### src/rtl/trap_edge_walker.sv
// Scanline edge walker: steps the left/right trapezoid edges one scanline at a
// time through the shared adder and hands out one span per scanline.
// Optional macro TRAP_SPAN_SWAP_EN orders span_xl/span_xr so span_xl <= span_xr.
module trap_edge_walker #(
  parameter int XW = 19,
  parameter int YW = 10
) (
  input  logic          clk,
  input  logic          rst_n,
  input  logic          start,
  input  logic [XW-1:0] xl0,
  input  logic [XW-1:0] xr0,
  input  logic [XW-1:0] dxl_mag,
  input  logic [XW-1:0] dxr_mag,
  input  logic          dxl_neg,
  input  logic          dxr_neg,
  input  logic [YW-1:0] y_top,
  input  logic [YW-1:0] y_bot,
  output logic [XW-1:0] add_a,
  output logic [XW-1:0] add_b,
  output logic          add_sub,
  input  logic [XW-1:0] add_sum,
  output logic          span_valid,
  input  logic          span_ready,
  output logic [YW-1:0] span_y,
  output logic [XW-10:0] span_xl,
  output logic [XW-10:0] span_xr,
  output logic          busy,
  output logic          done
);

  typedef enum logic [2:0] {
    IDLE   = 3'd0,
    EMIT   = 3'd1,
    STEP_L = 3'd2,
    STEP_R = 3'd3,
    FIN    = 3'd4
  } state_t;

  state_t          state;
  state_t          state_nxt;

  logic [XW-1:0]   xl;
  logic [XW-1:0]   xr;
  logic [YW-1:0]   y;

  logic [XW-1:0]   dxl_mag_q;
  logic [XW-1:0]   dxr_mag_q;
  logic            dxl_neg_q;
  logic            dxr_neg_q;
  logic [YW-1:0]   y_bot_q;

  logic            accept;
  logic            swap;
  logic [XW-10:0]  xl_int;
  logic [XW-10:0]  xr_int;

  // Integer part of a Q10.9 edge, fraction truncated.
  function automatic logic [XW-10:0] int_part(input logic [XW-1:0] x);
    return x[XW-1:9];
  endfunction

  assign accept = (state == IDLE) && start;

  // Control state and edge accumulators.
  always_ff @(posedge clk) begin
    if (!rst_n) begin
      state <= IDLE;
      xl    <= '0;
      xr    <= '0;
      y     <= '0;
    end else begin
      state <= state_nxt;
      unique case (state)
        IDLE: begin
          if (start) begin
            xl <= xl0;
            xr <= xr0;
            y  <= y_top;
          end
        end
        STEP_L: xl <= add_sum;
        STEP_R: begin
          xr <= add_sum;
          y  <= y + YW'(1);
        end
        default: ;
      endcase
    end
  end

  // Walk parameters are data only; captured once per walk.
  always_ff @(posedge clk) begin
    if (accept) begin
      dxl_mag_q <= dxl_mag;
      dxr_mag_q <= dxr_mag;
      dxl_neg_q <= dxl_neg;
      dxr_neg_q <= dxr_neg;
      y_bot_q   <= y_bot;
    end
  end

  always_comb begin
    state_nxt  = state;
    add_a      = '0;
    add_b      = '0;
    add_sub    = 1'b0;
    span_valid = 1'b0;
    done       = 1'b0;
    unique case (state)
      IDLE: begin
        if (start) state_nxt = (y_bot >= y_top) ? EMIT : FIN;
      end
      EMIT: begin
        span_valid = 1'b1;
        if (span_ready) state_nxt = (y == y_bot_q) ? FIN : STEP_L;
      end
      STEP_L: begin
        add_a     = xl;
        add_b     = dxl_mag_q;
        add_sub   = dxl_neg_q;
        state_nxt = STEP_R;
      end
      STEP_R: begin
        add_a     = xr;
        add_b     = dxr_mag_q;
        add_sub   = dxr_neg_q;
        state_nxt = EMIT;
      end
      FIN: begin
        done      = 1'b1;
        state_nxt = IDLE;
      end
      default: state_nxt = IDLE;
    endcase
  end

  assign xl_int = int_part(xl);
  assign xr_int = int_part(xr);

`ifdef TRAP_SPAN_SWAP_EN
  assign swap = (state == EMIT) && (xl_int > xr_int);
`else
  assign swap = 1'b0;
`endif

  assign span_y  = y;
  assign span_xl = swap ? xr_int : xl_int;
  assign span_xr = swap ? xl_int : xr_int;
  assign busy    = (state != IDLE);

endmodule

### config.mk
export PLATFORM = sky130hd
export DESIGN_NAME = trap_edge_walker
export DESIGN_NICKNAME = d
export VERILOG_FILES = /design/src/rtl/trap_edge_walker.sv
export SDC_FILE = /design/constraint.sdc
export NUM_CORES = 1
export LEC_CHECK = 0
export CAP_MARGIN = 20
export CORE_MARGIN = 2
export CORE_UTILIZATION = 44
export DETAILED_ROUTE_END_ITERATION = 7
export PLACE_DENSITY_LB_ADDON = 0.2
export SLEW_MARGIN = 40
export SYNTH_ARGS = -nofsm -noshare
export SYNTH_HDL_FRONTEND = slang
export SYNTH_SLANG_ARGS = --single-unit
### constraint.sdc
create_clock -name clk -period 2.1 [get_ports clk]
set_input_delay 0.42 -clock clk [delete_from_list [all_inputs] [get_ports clk]]
set_output_delay 0.42 -clock clk [all_outputs]
set_load 0.01 [all_outputs]
# [Word-level counts from Yosys, hierarchy flattened]
# Index checks and enable logic that the tools add are counted.
# W data, S select, Z words.
[word_totals] out_inout_bits=72 mem_count=0 rom_bits=0 word_cells=42 latch_bits=0 ram_bits=0 input_bits=121 regBits=101
[classes] eq_ne=7 order_cmp=1 n_reduce_logical=8 n_bitwise=0 addsub=1 n_div=0 n_shift=0 multipliers=0 n_mux=16
[ops] operator="$pmux W19 S2" count=4
[ops] operator="$mux W19" count=2
[ops] operator="$pmux W10 S2" count=1
[ops] operator="$mux W3" count=4
[ops] operator="$pmux W3 S4" count=1
[ops] operator="$add A10 B1 Y10 const B" count=1
[ops] operator="$eq A10 B10 Y1" count=1
[ops] operator="$ge A10 B10 Y1" count=1
[ops] operator="$mux W10" count=1
[ops] operator="$eq A3 B2 Y1 const B" count=2
[ops] operator="$reduce_and A2 Y1" count=3
[ops] operator="$ne A2 B2 Y1 const B" count=2
[ops] operator="$reduce_bool A2 Y1" count=2
[ops] operator="$eq A3 B1 Y1 const B" count=1
[ops] operator="$eq A3 B3 Y1 const B" count=1
[ops] operator="$logic_not A3 Y1" count=1
[ops] operator="$reduce_bool A3 Y1" count=1
[ops] operator="$mux W1" count=2
[ops] operator="$pmux W1 S2" count=1
[ops] operator="$logic_and A1 B1 Y1" count=1

# [Depth between registers and ports, before layout]
# Gate-level depths: netlist (run 1).
[depth] ltp_word=4 ltp_mapped=7 depth_no_buf=7

# [Worst setup path before layout (run 1)]
# No wires, ideal clock.
[synth_timing] kind="flip-flop to flip-flop" start="reg state[0]" end="reg xl[14]" setup_time_ns=0.088 n_path_buf=3 slack_ns=0.213 arrival_time_ns=1.799 stages_incl_launch_ff=8 synth_period_minus_slack_ns=1.887 cell_sequence="dfxtp_1 > buf_6 > or4b_4 > inv_2 > buf_6 > buf_6 > nand2_1 > a311oi_2"
[synth_between] elab_chain_len=3
[synth_rtl] item="start: declaration" line="40" source="state_t state;"
[synth_rtl] item="start signal: assignment" line="73" source="state <= state_nxt;"
[synth_rtl] item="$eq A3 B2 Y1 / $logic_not A3 Y1 (equally long branches)" line="74" source="unique case (state)"
[synth_rtl] item="$reduce_bool A2 Y1 (no line) / $ne A2 B2 Y1 (equally long branches)"
[synth_rtl] item="$reduce_and A2 Y1 (no line)"
[synth_rtl] item="end signal: assignment" line="77" source="xl <= xl0;"
[synth_rtl] item="end signal: assignment" line="82" source="STEP_L: xl <= add_sum;"
[synth_rtl] item="end: declaration" line="43" source="logic [XW-1:0] xl;"
# Several ways; a longest one is shown, not always the timed one.
# A chain may end at the register's enable or synchronous reset.

# [Worst setup path after layout (run 1)]
[layout_timing] start="reg state[2]" end="out add_a[11]"
[layout_between] elab_chain_len=2
[layout_rtl] item="$eq A3 B2 Y1" line="110" source="unique case (state)"
[layout_rtl] item="$pmux W19 S2 (*)" line="110"
[layout_rtl] item="end: declaration" line="19" source="output logic [XW-1:0] add_a,"
# Mark *: on every way between the ends. The rest lies on a longest branch, timed or not.

==> summary.md, run 1 <==
| Metric | Value |
|---|---|
| Drt pass-1 iters | 4 |
| Crit-path leading delay family | buffers and inverters |
| Largest net degree at the start of global routing | 39 |
| Worst path cell trace | and3b_2 -> buf_12 -> buf_12 -> a22o_1 -> buf_2 |
| Antenna Violating Nets Remaining | 0 |
| Clk root buf | clkbuf_8 |
| Post-synth top flop | dfxtp_1 |
| Max Clk Rate | 486.9 MHz |
| Critical Path End Type | output port |
| Worst slew pin tran | 0.4938 ns |
| Input/output buffers | 192 |
| Design Area, Final | 0.007149 sq mm |
| DR DRC count | 0 |
| Final GP Congestion | 0.8294 |
| Post-Syn Instances | 469 |
| Crit-path max cell delay | 0.35 ns |
| Pwr Density | 685.9 mW/mm^2 |
| Gr ovfl total | 0 |
| Startpoint types | register |
| FF-to-FF End | span_y[7] |
| Diode count | 0 |
| # nets final | 792 |
| CTS tree | built |
| Fillers | 908 |
| Yosys reg bits | 101 |
| CP Depth | 5 |
| Yosys warns | 0 |
| Critical Path RT | 1.68 ns |
| Vias per std cell | 5.333 |
| Die area | 0.01196 sq mm |
| Clock transition at path regs | 0.09 ns |
| Avg WL per Cell | 17.36 um |
| Sequential fraction of the synthesis area | 51.63% |
| Total wire length | 13.98 mm |
| Area post-placement | 0.007058 sq mm |
| Hold crit path type | register to register |
| Starting DRT DRC Count | 177 |
| Core area | 0.01084 sq mm |
| Pre-CTS setup slack | -0.1556 ns |
| Syn-to-layout area delta | 46.33% |
| Critical path class | register to output port |
| CP max-delay cell | dfxtp_2 |
| I/O Pins | 193 |
| Die Height | 109.4 um |
| Status | complete, no violations |
| Slew Limit Fails | 0 |
| Sinks on Clock Net | 101 |
| Total number of vias | 4293 |
| Most used cell along the critical path | buf_12 |
| Hold Violations, Final | 0 |
| Post-Syn Nets | 601 |
| Inserted Clock Buffers | 9 |
| Slew Limit Headroom | 66.98% |
| Clock buffer depth | 2 |
| Post-synth EDFFs | 50 |
| Max Clock Skew | 0.006624 ns |
| DP HPWL | 9.962 mm |
| Effective utilization at floorplan | 45.07% |
| Leak | 2.946 nW |
| Hold slack | 0.5107 ns |
| Antenna violations before repair | 0 |
| Peak VDD IR | 331.0 uV |
| R2R depth | 6 |
| Placement Rows | 38 |
| Max FO, Critical Path | 9 |
| Crit path time final | 2.054 ns |
| Fin crit share | 97.80% |
| Critical Path End | add_a[11] |
| CP Launch Point | state[2] |
| Die width | 109.4 um |
| Power Total | 4.904 mW |
| Worst path bufs/invs | 3 |
| Yosys cell types | 47 |
| H-tree depth | 3 |
| Max-Cap Viols | 0 |
| Top cell type's share of synthesized area | 30.73% |
| Worst R2R Start | state[2] |
| Vias in the first global route | 4382 |
| Async set-reset flop share out of synthesis | 0% |
| Hold Path Depth | 2 |
| Area leader, netlist | edfxtp_1 |
| Worst path arrival time | 1.63 ns |
| Final setup vio count | 0 |
| First-pass GRT wire length | 21.84 mm |
| Total GRT Usage | 23.82% |
| Clk_lat worst skew | 0.37 ns |
| Layout cells sized above 1 | 18.20% |
| Final setup margin | 0.04625 ns |
| Synth top area cells | edfxtp_1, dfxtp_1, a22o_1 |
| Synthesized cell area | 0.004886 sq mm |
| Syn Area/Cell | 10.42 sq um |
| R2R Setup Slk | 0.11 ns |
worst reg2reg max path: stages (launching register included):
cell and delay [ns]:
dfxtp_2 0.34, buf_4 0.13, buf_4 0.14, or4b_4 0.60, buf_4 0.29, and3_1 0.23
o21a_1 0.17
Yosys cell counts, types with 2 or more instances:
library cell	instances
nand2_1	86
dfxtp_1	51
edfxtp_1	50
a22o_1	39
nor2_1	36
clkbuf_1	22
buf_4	21
a311oi_2	19
nand3_1	18
o211a_1	13
ha_1	11
inv_1	10
nand4_1	8
o21ai_0	8
xnor2_1	8
a21oi_1	6
a311oi_1	6
nor2b_1	5
buf_2	4
buf_6	4
a211oi_1	3
a21boi_0	3
a31oi_1	3
and3_1	3
buf_1	3
nor3_1	3
nand3b_1	2
nor4_1	2
o211ai_1	2
o22ai_1	2
xor2_1	2
stage by stage:
stage                     instances  setup TNS (ns)  util [%]
after detailed placement        785          -7.437     65.11
after floorplan                 469               0         -
after global placement          785          -6.316     65.11
final                           805               0     65.95
after CTS                       804               0     65.86
after global routing            805     -0.00006872     65.95
state kept, by name (all words and copies together) (netlist names):
register   count
dxl_mag_q     19
dxl_neg_q      1
dxr_mag_q     19
dxr_neg_q      1
span_y        10
state          3
xl            19
xr            19
y_bot_q       10
per-layer routing:
| layer | global-route usage [%] | part of all wire, % | up-vias |
|---|---|---|---|
| met1 | 29.86 | 41 | 2048 |
| li1 | - | - | 2083 |
| met2 | 39.81 | 50 | 143 |
| met3 | 5.039 | 6.7 | 19 |
| met5 | 0 | 0 | - |
| met4 | 10.13 | 1.8 | 0 |
cell usage in the layout (no fill, tap or decap), types with 4 or more instances in the layout:
cell	instances
ha_1	11
buf_2	39
clkbuf_8	9
a21oi_1	6
buf_4	31
nand4_1	8
o21ai_0	8
a311oi_1	6
a311oi_2	19
buf_12	9
nor2b_1	4
nand3_1	18
nor2_1	36
inv_1	10
nand2_1	85
clkdlybuf4s50_1	150
o211a_1	13
a22o_1	39
edfxtp_1	50
dfxtp_1	50
xnor2_1	8
cell type report:
class / count / area (sq um) / area share (%)
Sequential cell: 101 / 2524 / 35.30
Clock inverter: 6 / 62.56 / 0.8750
Clock buffer: 10 / 127.6 / 1.785
Timing Repair Buffer: 234 / 2200 / 30.77
Inverter: 12 / 46.29 / 0.6475
Tap cell: 140 / 175.2 / 2.450
Multi-Input combinational cell: 302 / 2014 / 28.18
where the power goes:
part,internal (mW),switching (mW),total (mW)
logic,0.674,0.544,1.22
clock network,0.550,0.684,1.23
registers,2.32,0.137,2.45
total,3.54,1.36,4.90
worst min-delay path by stage:
stage | from | to | slack (ns)
finish | xl[7] | xl[7] | 0.51
global placement | xr[13] | xr[13] | 0.49
global route | xl[7] | xl[7] | 0.54
CTS | xl[7] | xl[7] | 0.51
detailed placement | xl[18] | xl[18] | 0.50
floorplan | xl[18] | xl[18] | 0.47
cell families (layout without fill, tap and decap cells):
group           after synthesis  count (layout)  share of synthesized area, %
buf+inv                      66             262                         7.401
xor+xnor                     10              10                         1.793
compound gates              111             111                         21.05
simple gates                170             170                         15.31
flops                       101             101                         51.63
fa+ha+maj                    11              11                         2.817
what timing repair did:
action                                 in CTS  in global routing
pin swaps                                   0                 11
hold buffers                                0                  0
setup endpoints to repair                  42                 29
setup buffers                               1                  1
cloned                                      2                  0
resized for setup                         162                  1
endpoints found under the hold margin       0                  0
Note: power is estimated with default switching activity, not from simulation.
==> inputs of run 2 (changes only) <==
- CORE_MARGIN: 2 -> not set
- CTS_CLUSTER_SIZE: not set -> 28
==> run 2 against run 1 <==
Global-route usage grew 1.1 points. Die area shrank 3.6%. Critical path depth shrank 1. Non-clock buffer count shrank 1. Critical path type unchanged. Combinational power grew 3%. Clock skew grew 0.0035 ns. Worst hold slack is essentially flat. Sequential power is essentially flat.
==> summary.md, run 2 (synthesized netlist as in run 1, its figures left out) <==
| Metric | Value |
|---|---|
| Status | complete, no violations (unchanged) |
| Worst path arrival time | 1.64 ns (was 1.63 ns) |
| Crit-path max cell delay | 0.36 ns (was 0.35 ns) |
| Peak VDD IR | 385.5 uV (was 331.0 uV) |
| Max FO, Critical Path | 35 (was 9) |
| Crit-path leading delay family | buffers and inverters (unchanged) |
| Critical Path End Type | output port (unchanged) |
| Total number of vias | 4370 (was 4293) |
| Die Height | 107.4 um (was 109.4 um) |
| First-pass GRT wire length | 21.86 mm (was 21.84 mm) |
| Critical Path RT | 1.68 ns (about the same) |
| Worst path bufs/invs | 2 (was 3) |
| R2R depth | 7 (was 6) |
| Max Clk Rate | 485.2 MHz (was 486.9 MHz) |
| Effective utilization at floorplan | 45.07% (unchanged) |
| Fin crit share | 98.15% (was 97.80%) |
| Pwr Density | 701.8 mW/mm^2 (was 685.9 mW/mm^2) |
| # nets final | 791 (was 792) |
| DR DRC count | 0 (unchanged) |
| Placement Rows | 38 (unchanged) |
| Max-Cap Viols | 0 (unchanged) |
| Avg WL per Cell | 17.80 um (was 17.36 um) |
| Antenna Violating Nets Remaining | 0 (unchanged) |
| Clk root buf | clkbuf_8 (unchanged) |
| Hold_buf cts | 0 (unchanged) |
| Non-filler cells, final | 804 (was 805) |
| Die area | 0.01153 sq mm (was 0.01196 sq mm) |
| Critical path class | register to output port (unchanged) |
| Clock buffer depth | 2 (unchanged) |
| Setup_tns | 0 ns (unchanged) |
| Largest net degree at the start of global routing | 38 (was 39) |
| Clock transition at path regs | 0.09 ns (about the same) |
| Worst path cell trace | and3b_2 -> buf_12 -> a22o_1 -> clkdlybuf4s15_1 (was and3b_2 -> buf_12 -> buf_12 -> a22o_1 -> buf_2) |
| Clk_lat worst skew | 0.36 ns (was 0.37 ns) |
| Slew Limit Fails | 0 (unchanged) |
| Syn-to-layout area delta | 47.50% (was 46.33%) |
| Fillers | 893 (was 908) |
| Diode count | 0 (unchanged) |
| Starting DRT DRC Count | 205 (was 177) |
| I/O Pins | 193 (unchanged) |
| Inst Count DP | 783 (was 785) |
| Crit path time final | 2.061 ns (was 2.054 ns) |
| CTS tree | built (unchanged) |
| Hold Path Depth | 2 (unchanged) |
| Hold slack | 0.5104 ns (was 0.5107 ns) |
| CP Depth | 4 (was 5) |
| Post-layout util | 66.48% (was 65.95%) |
| CP max-delay cell | dfxtp_2 (unchanged) |
| Total wire length | 14.31 mm (was 13.98 mm) |
| Most frequent cells in the layout | clkdlybuf4s50_1, nand2_1, edfxtp_1 (was clkdlybuf4s50_1, nand2_1, edfxtp_1, dfxtp_1) |
| Die width | 107.4 um (was 109.4 um) |
| Final GP Congestion | 0.8324 (was 0.8294) |
| Antenna violations before repair | 0 (unchanged) |
| Core area | 0.01084 sq mm (unchanged) |
| Drt pass-1 iters | 6 (was 4) |
| RSZ-0062 raised after global routing | yes |
| Total GRT Usage | 24.95% (was 23.82%) |
| Input/output buffers | 192 (unchanged) |
| Slew Limit Headroom | 65.31% (was 66.98%) |
| Inserted Clock Buffers | 9 (unchanged) |
| Startpoint types | register (unchanged) |
| H-tree depth | 3 (unchanged) |
| Layout cells sized above 1 | 18.07% (was 18.20%) |
| Hold Violations, Final | 0 (unchanged) |
| Vias in the first global route | 4426 (was 4382) |
| Final setup vio count | 0 (unchanged) |
| Most common cell after layout, fill and taps aside | clkdlybuf4s50_1 (unchanged) |
| Worst slew pin tran | 0.5156 ns (was 0.4938 ns) |
| Gr ovfl total | 0 (unchanged) |
| DP HPWL | 9.786 mm (was 9.962 mm) |
| Hold crit path type | register to register (unchanged) |
| Sinks on Clock Net | 101 (unchanged) |
| Max Clock Skew | 0.01015 ns (was 0.006624 ns) |
| Leak | 2.930 nW (was 2.946 nW) |
| Vias per std cell | 5.435 (was 5.333) |
[run 2: worst paths after layout]
kind	slack, ns	end	from
hold / removal	0.51	xr[14]	xr[14]
setup / recovery	0.04	add_b[7]	state[2]
setup reg to reg	0.20	span_y[4]	state[2]
hold reg to reg	0.51	xr[14]	xr[14]
[run 2: cell type report]
| cell class | instances | area (sq um) | share of cell area [%] |
|---|---|---|---|
| Tap cell | 140 | 175.2 | 2.431 |
| Inverter | 12 | 46.29 | 0.6424 |
| Clock inverter | 6 | 85.08 | 1.181 |
| Sequential cell | 101 | 2525 | 35.03 |
| Timing Repair Buffer | 233 | 2235 | 31.01 |
| Clock buffer | 10 | 127.6 | 1.771 |
| Multi-Input combinational cell | 302 | 2013 | 27.93 |
[run 2: stage by stage]
step                setup slack (ns)  power [mW]  cell area, sq um
finish                       0.03887       5.058              7207
global route                -0.01312       5.269              7207
CTS                        0.0003795       5.085              7332
detailed placement           -0.1633       3.732              7042
global placement            -0.07865       3.693              7042
floorplan                     0.2130       3.094              4886
[run 2: what timing repair did]
| item | in CTS | in global routing |
|---|---|---|
| endpoints found under the setup margin | 41 | 32 |
| buffers inserted | 2 | 0 |
| cloned | 3 | 0 |
| pin swaps | 2 | 0 |
| gates resized for setup | 97 | 39 |
[run 2: layer usage]
metal | GRT usage, % | up-vias | wire, um
met5 | 0 | - | 0
met4 | 10.57 | 0 | 329
met3 | 5.145 | 23 | 911
met2 | 43.82 | 172 | 7197
met1 | 29.50 | 2095 | 5870
li1 | - | 2080 | -
[run 2: worst min-delay path: cells and delay by family, from the launching register on]
| family | cells | cell delay [ns] |
|---|---|---|
| flops | 1 | 0.34 |
| compound gates | 1 | 0.07 |
| simple gates | 1 | 0.06 |
[run 2: where the power goes]
part | switching (mW) | leakage [nW] | total (mW) | internal [mW]
combinational | 0.565 | 1.92 | 1.26 | 0.697
sequential | 0.141 | 0.900 | 2.46 | 2.32
clock | 0.665 | 0.106 | 1.34 | 0.673
total | 1.37 | 2.93 | 5.06 | 3.69
==> inputs of run 3 (changes only) <==
- CORE_UTILIZATION: 44 -> 47
- clock period: 2.1 -> 2.5 ns (I/O delays scaled with it)
==> run 3 against run 2 <==
Cell area decreased by 0.31%. First-iteration DRC count increased by 11%. Sequential share of layout area increased by 0.18 points. Sequential power decreased by 16%. Sequential cell count unchanged. Critical path depth increased by 1. Largest power group unchanged.
==> summary.md, run 3 (synthesized netlist as in run 1, its figures left out) <==
| Metric | Value |
|---|---|
| Status | complete, no violations (unchanged) |
| Largest net degree at the start of global routing | 50 (was 38) |
| Most common cell after layout, fill and taps aside | clkdlybuf4s50_1 (unchanged) |
| Non-filler cells, final | 776 (was 804) |
| Max FO, Critical Path | 10 (was 35) |
| Pint | 2.965 mW (was 3.686 mW) |
| Max-Cap Viols | 0 (unchanged) |
| Critical path class | register to output port (unchanged) |
| RSZ-0062 raised after global routing | no (was yes) |
| Vias in the first global route | 4273 (was 4426) |
| Final setup margin | 0.05970 ns (was 0.03887 ns) |
| First-pass GRT wire length | 21.29 mm (was 21.86 mm) |
| Fin crit share | 97.61% |
| Psw | 1.155 mW (was 1.371 mW) |
| Worst slew pin tran | 0.6477 ns (was 0.5156 ns) |
| Pwr Density | 573.4 mW/mm^2 (was 701.8 mW/mm^2) |
| Avg WL per Cell | 17.94 um (was 17.80 um) |
| Die Height | 104.0 um (was 107.4 um) |
| CTS tree | built (unchanged) |
| Clk root buf | clkbuf_8 (unchanged) |
| Max Clk Rate | 409.8 MHz |
| Placement Rows | 36 (was 38) |
| Critical Path End Type | output port (unchanged) |
| Inserted Clock Buffers | 9 (unchanged) |
| Clock buffer depth | 2 (unchanged) |
| Pre-CTS setup slack | 0.1518 ns (was -0.1633 ns) |
| I/O Pins | 193 (unchanged) |
| Die area | 0.01081 sq mm (was 0.01153 sq mm) |
| Clock transition at path regs | 0.10 ns (was 0.09 ns) |
| Sinks on Clock Net | 101 (unchanged) |
| Fillers | 760 (was 893) |
| Vias per std cell | 5.478 (was 5.435) |
| Switching part of the total | 28.03% (was 27.11%) |
| DP HPWL | 9.491 mm (was 9.786 mm) |
| Input/output buffers | 192 (unchanged) |
| Setup_tns | 0 ns (unchanged) |
| FF-to-FF End | xl[14] (was span_y[4]) |
| Final setup vio count | 0 (unchanged) |
| Slew Limit Headroom | 56.42% (was 65.31%) |
| Total number of vias | 4251 (was 4370) |
| # nets final | 770 (was 791) |
| Most frequent cells in the layout | clkdlybuf4s50_1, nand2_1, edfxtp_1 (unchanged) |
| Post-layout util | 72.50% (was 66.48%) |
| Drt pass-1 iters | 4 (was 6) |
| Core area | 0.009910 sq mm (was 0.01084 sq mm) |
| Syn-to-layout area delta | 47.04% (was 47.50%) |
| Slew Limit Fails | 0 (unchanged) |
| Effective utilization at floorplan | 49.31% (was 45.07%) |
| Crit path time final | 2.440 ns |
| Peak VDD IR | 356.6 uV (was 385.5 uV) |
| Leak | 3.080 nW (was 2.930 nW) |
| Antenna Violating Nets Remaining | 0 (unchanged) |
| Layout cells sized above 1 | 9.798% (was 18.07%) |
| Inst Count DP | 755 (was 783) |
| Critical Path RT | 2.00 ns (was 1.68 ns) |
| Storage cell area | 0.002530 sq mm (was 0.002525 sq mm) |
| Starting DRT DRC Count | 227 (was 205) |
| Clk_lat worst skew | 0.36 ns (about the same) |
| Hold Violations, Final | 0 (unchanged) |
| Die width | 104.0 um (was 107.4 um) |
| Hold_buf cts | 0 (unchanged) |
| R2R Setup Slk | 0.66 ns (was 0.20 ns) |
| Diode count | 0 (unchanged) |
| Critical Path End | add_a[2] (was add_b[7]) |
| Antenna violations before repair | 0 (unchanged) |
| CP Launch Point | state[2] (unchanged) |
| Worst path arrival time | 1.94 ns (was 1.64 ns) |
| DR DRC count | 0 (unchanged) |
| Clk pwr share | 25.9% (was 26.5%) |
| Comb pwr share | 23.8% (was 25.0%) |
| Max Clock Skew | 0.008834 ns (was 0.01015 ns) |
| R2R depth | 6 (was 7) |
| Total wire length | 13.92 mm (was 14.31 mm) |
| Total GRT Usage | 24.71% (was 24.95%) |
| H-tree depth | 3 (unchanged) |
| Sequential power share | 50.2% (was 48.6%) |
| Hold crit path type | register to register (unchanged) |
| Final GP Congestion | 0.8483 (was 0.8324) |
| Area taken by multi-input logic gates | 0.002016 sq mm (was 0.002013 sq mm) |
| Gr ovfl total | 0 (unchanged) |
| Startpoint types | register (unchanged) |
| Worst R2R Start | state[1] (was state[2]) |
## run 3: what timing repair did
action | CTS | global route
gates resized for setup | 21 | 17
setup endpoints to repair | 39 | 25
buffers inserted | 0 | 2
pin swaps | 1 | 1
gates cloned | 1 | 2
## run 3: worst min path at each step
stage                     startpoint      to  slack, ns  cells after the start
after floorplan               xl[18]  xl[18]       0.47                      2
after global routing           xl[5]   xl[5]       0.54                      2
after detailed placement      xr[18]  xr[18]       0.49                      2
after global placement        xr[18]  xr[18]       0.49                      2
final                         xr[18]  xr[18]       0.50                      2
after CTS                     xr[18]  xr[18]       0.51                      2
## run 3: per-stage QoR
stage          hold WS (ns)  power (mW)  cell area [sq um]
2_1_floorplan        0.4714       2.599               4886
3_3_place_gp         0.4897       3.032               6850
3_5_place_dp         0.4946       3.068               6850
4_1_cts              0.5073       4.133               7074
5_1_grt              0.5354       4.297               7184
6_report             0.5023       4.120               7184
## run 3: critical path, cell delays in order (launching register included)
cell             delay, ns
dfxtp_4               0.39
nor2_4                0.11
and2_4                0.22
clkbuf_16             0.19
a22o_1                0.14
clkdlybuf4s50_1       0.53
## run 3: power groups by stage
stage	clock network [mW]	registers (mW)	logic, mW
after floorplan	0	2.07	0.532
after detailed placement	0	2.10	0.966
after global placement	0	2.09	0.940
final	1.07	2.07	0.982
after global routing	1.15	2.09	1.06
after CTS	1.09	2.07	0.977
## run 3: final cells by class
type	count	share of cell area (%)
clock buffers	9	1.724
clock inverters	7	1.115
inverters	12	0.6444
multi-input cells	302	28.06
flip-flops and latches	101	35.21
well taps	133	2.316
repair buffers	212	30.93
## run 3: routing by layer
metal / track usage [%] / routed length (um)
met4: 9.592 / 288
met5: 0 / 0
met1: 29.52 / 5521
met3: 7.268 / 1295
met2: 41.81 / 6817
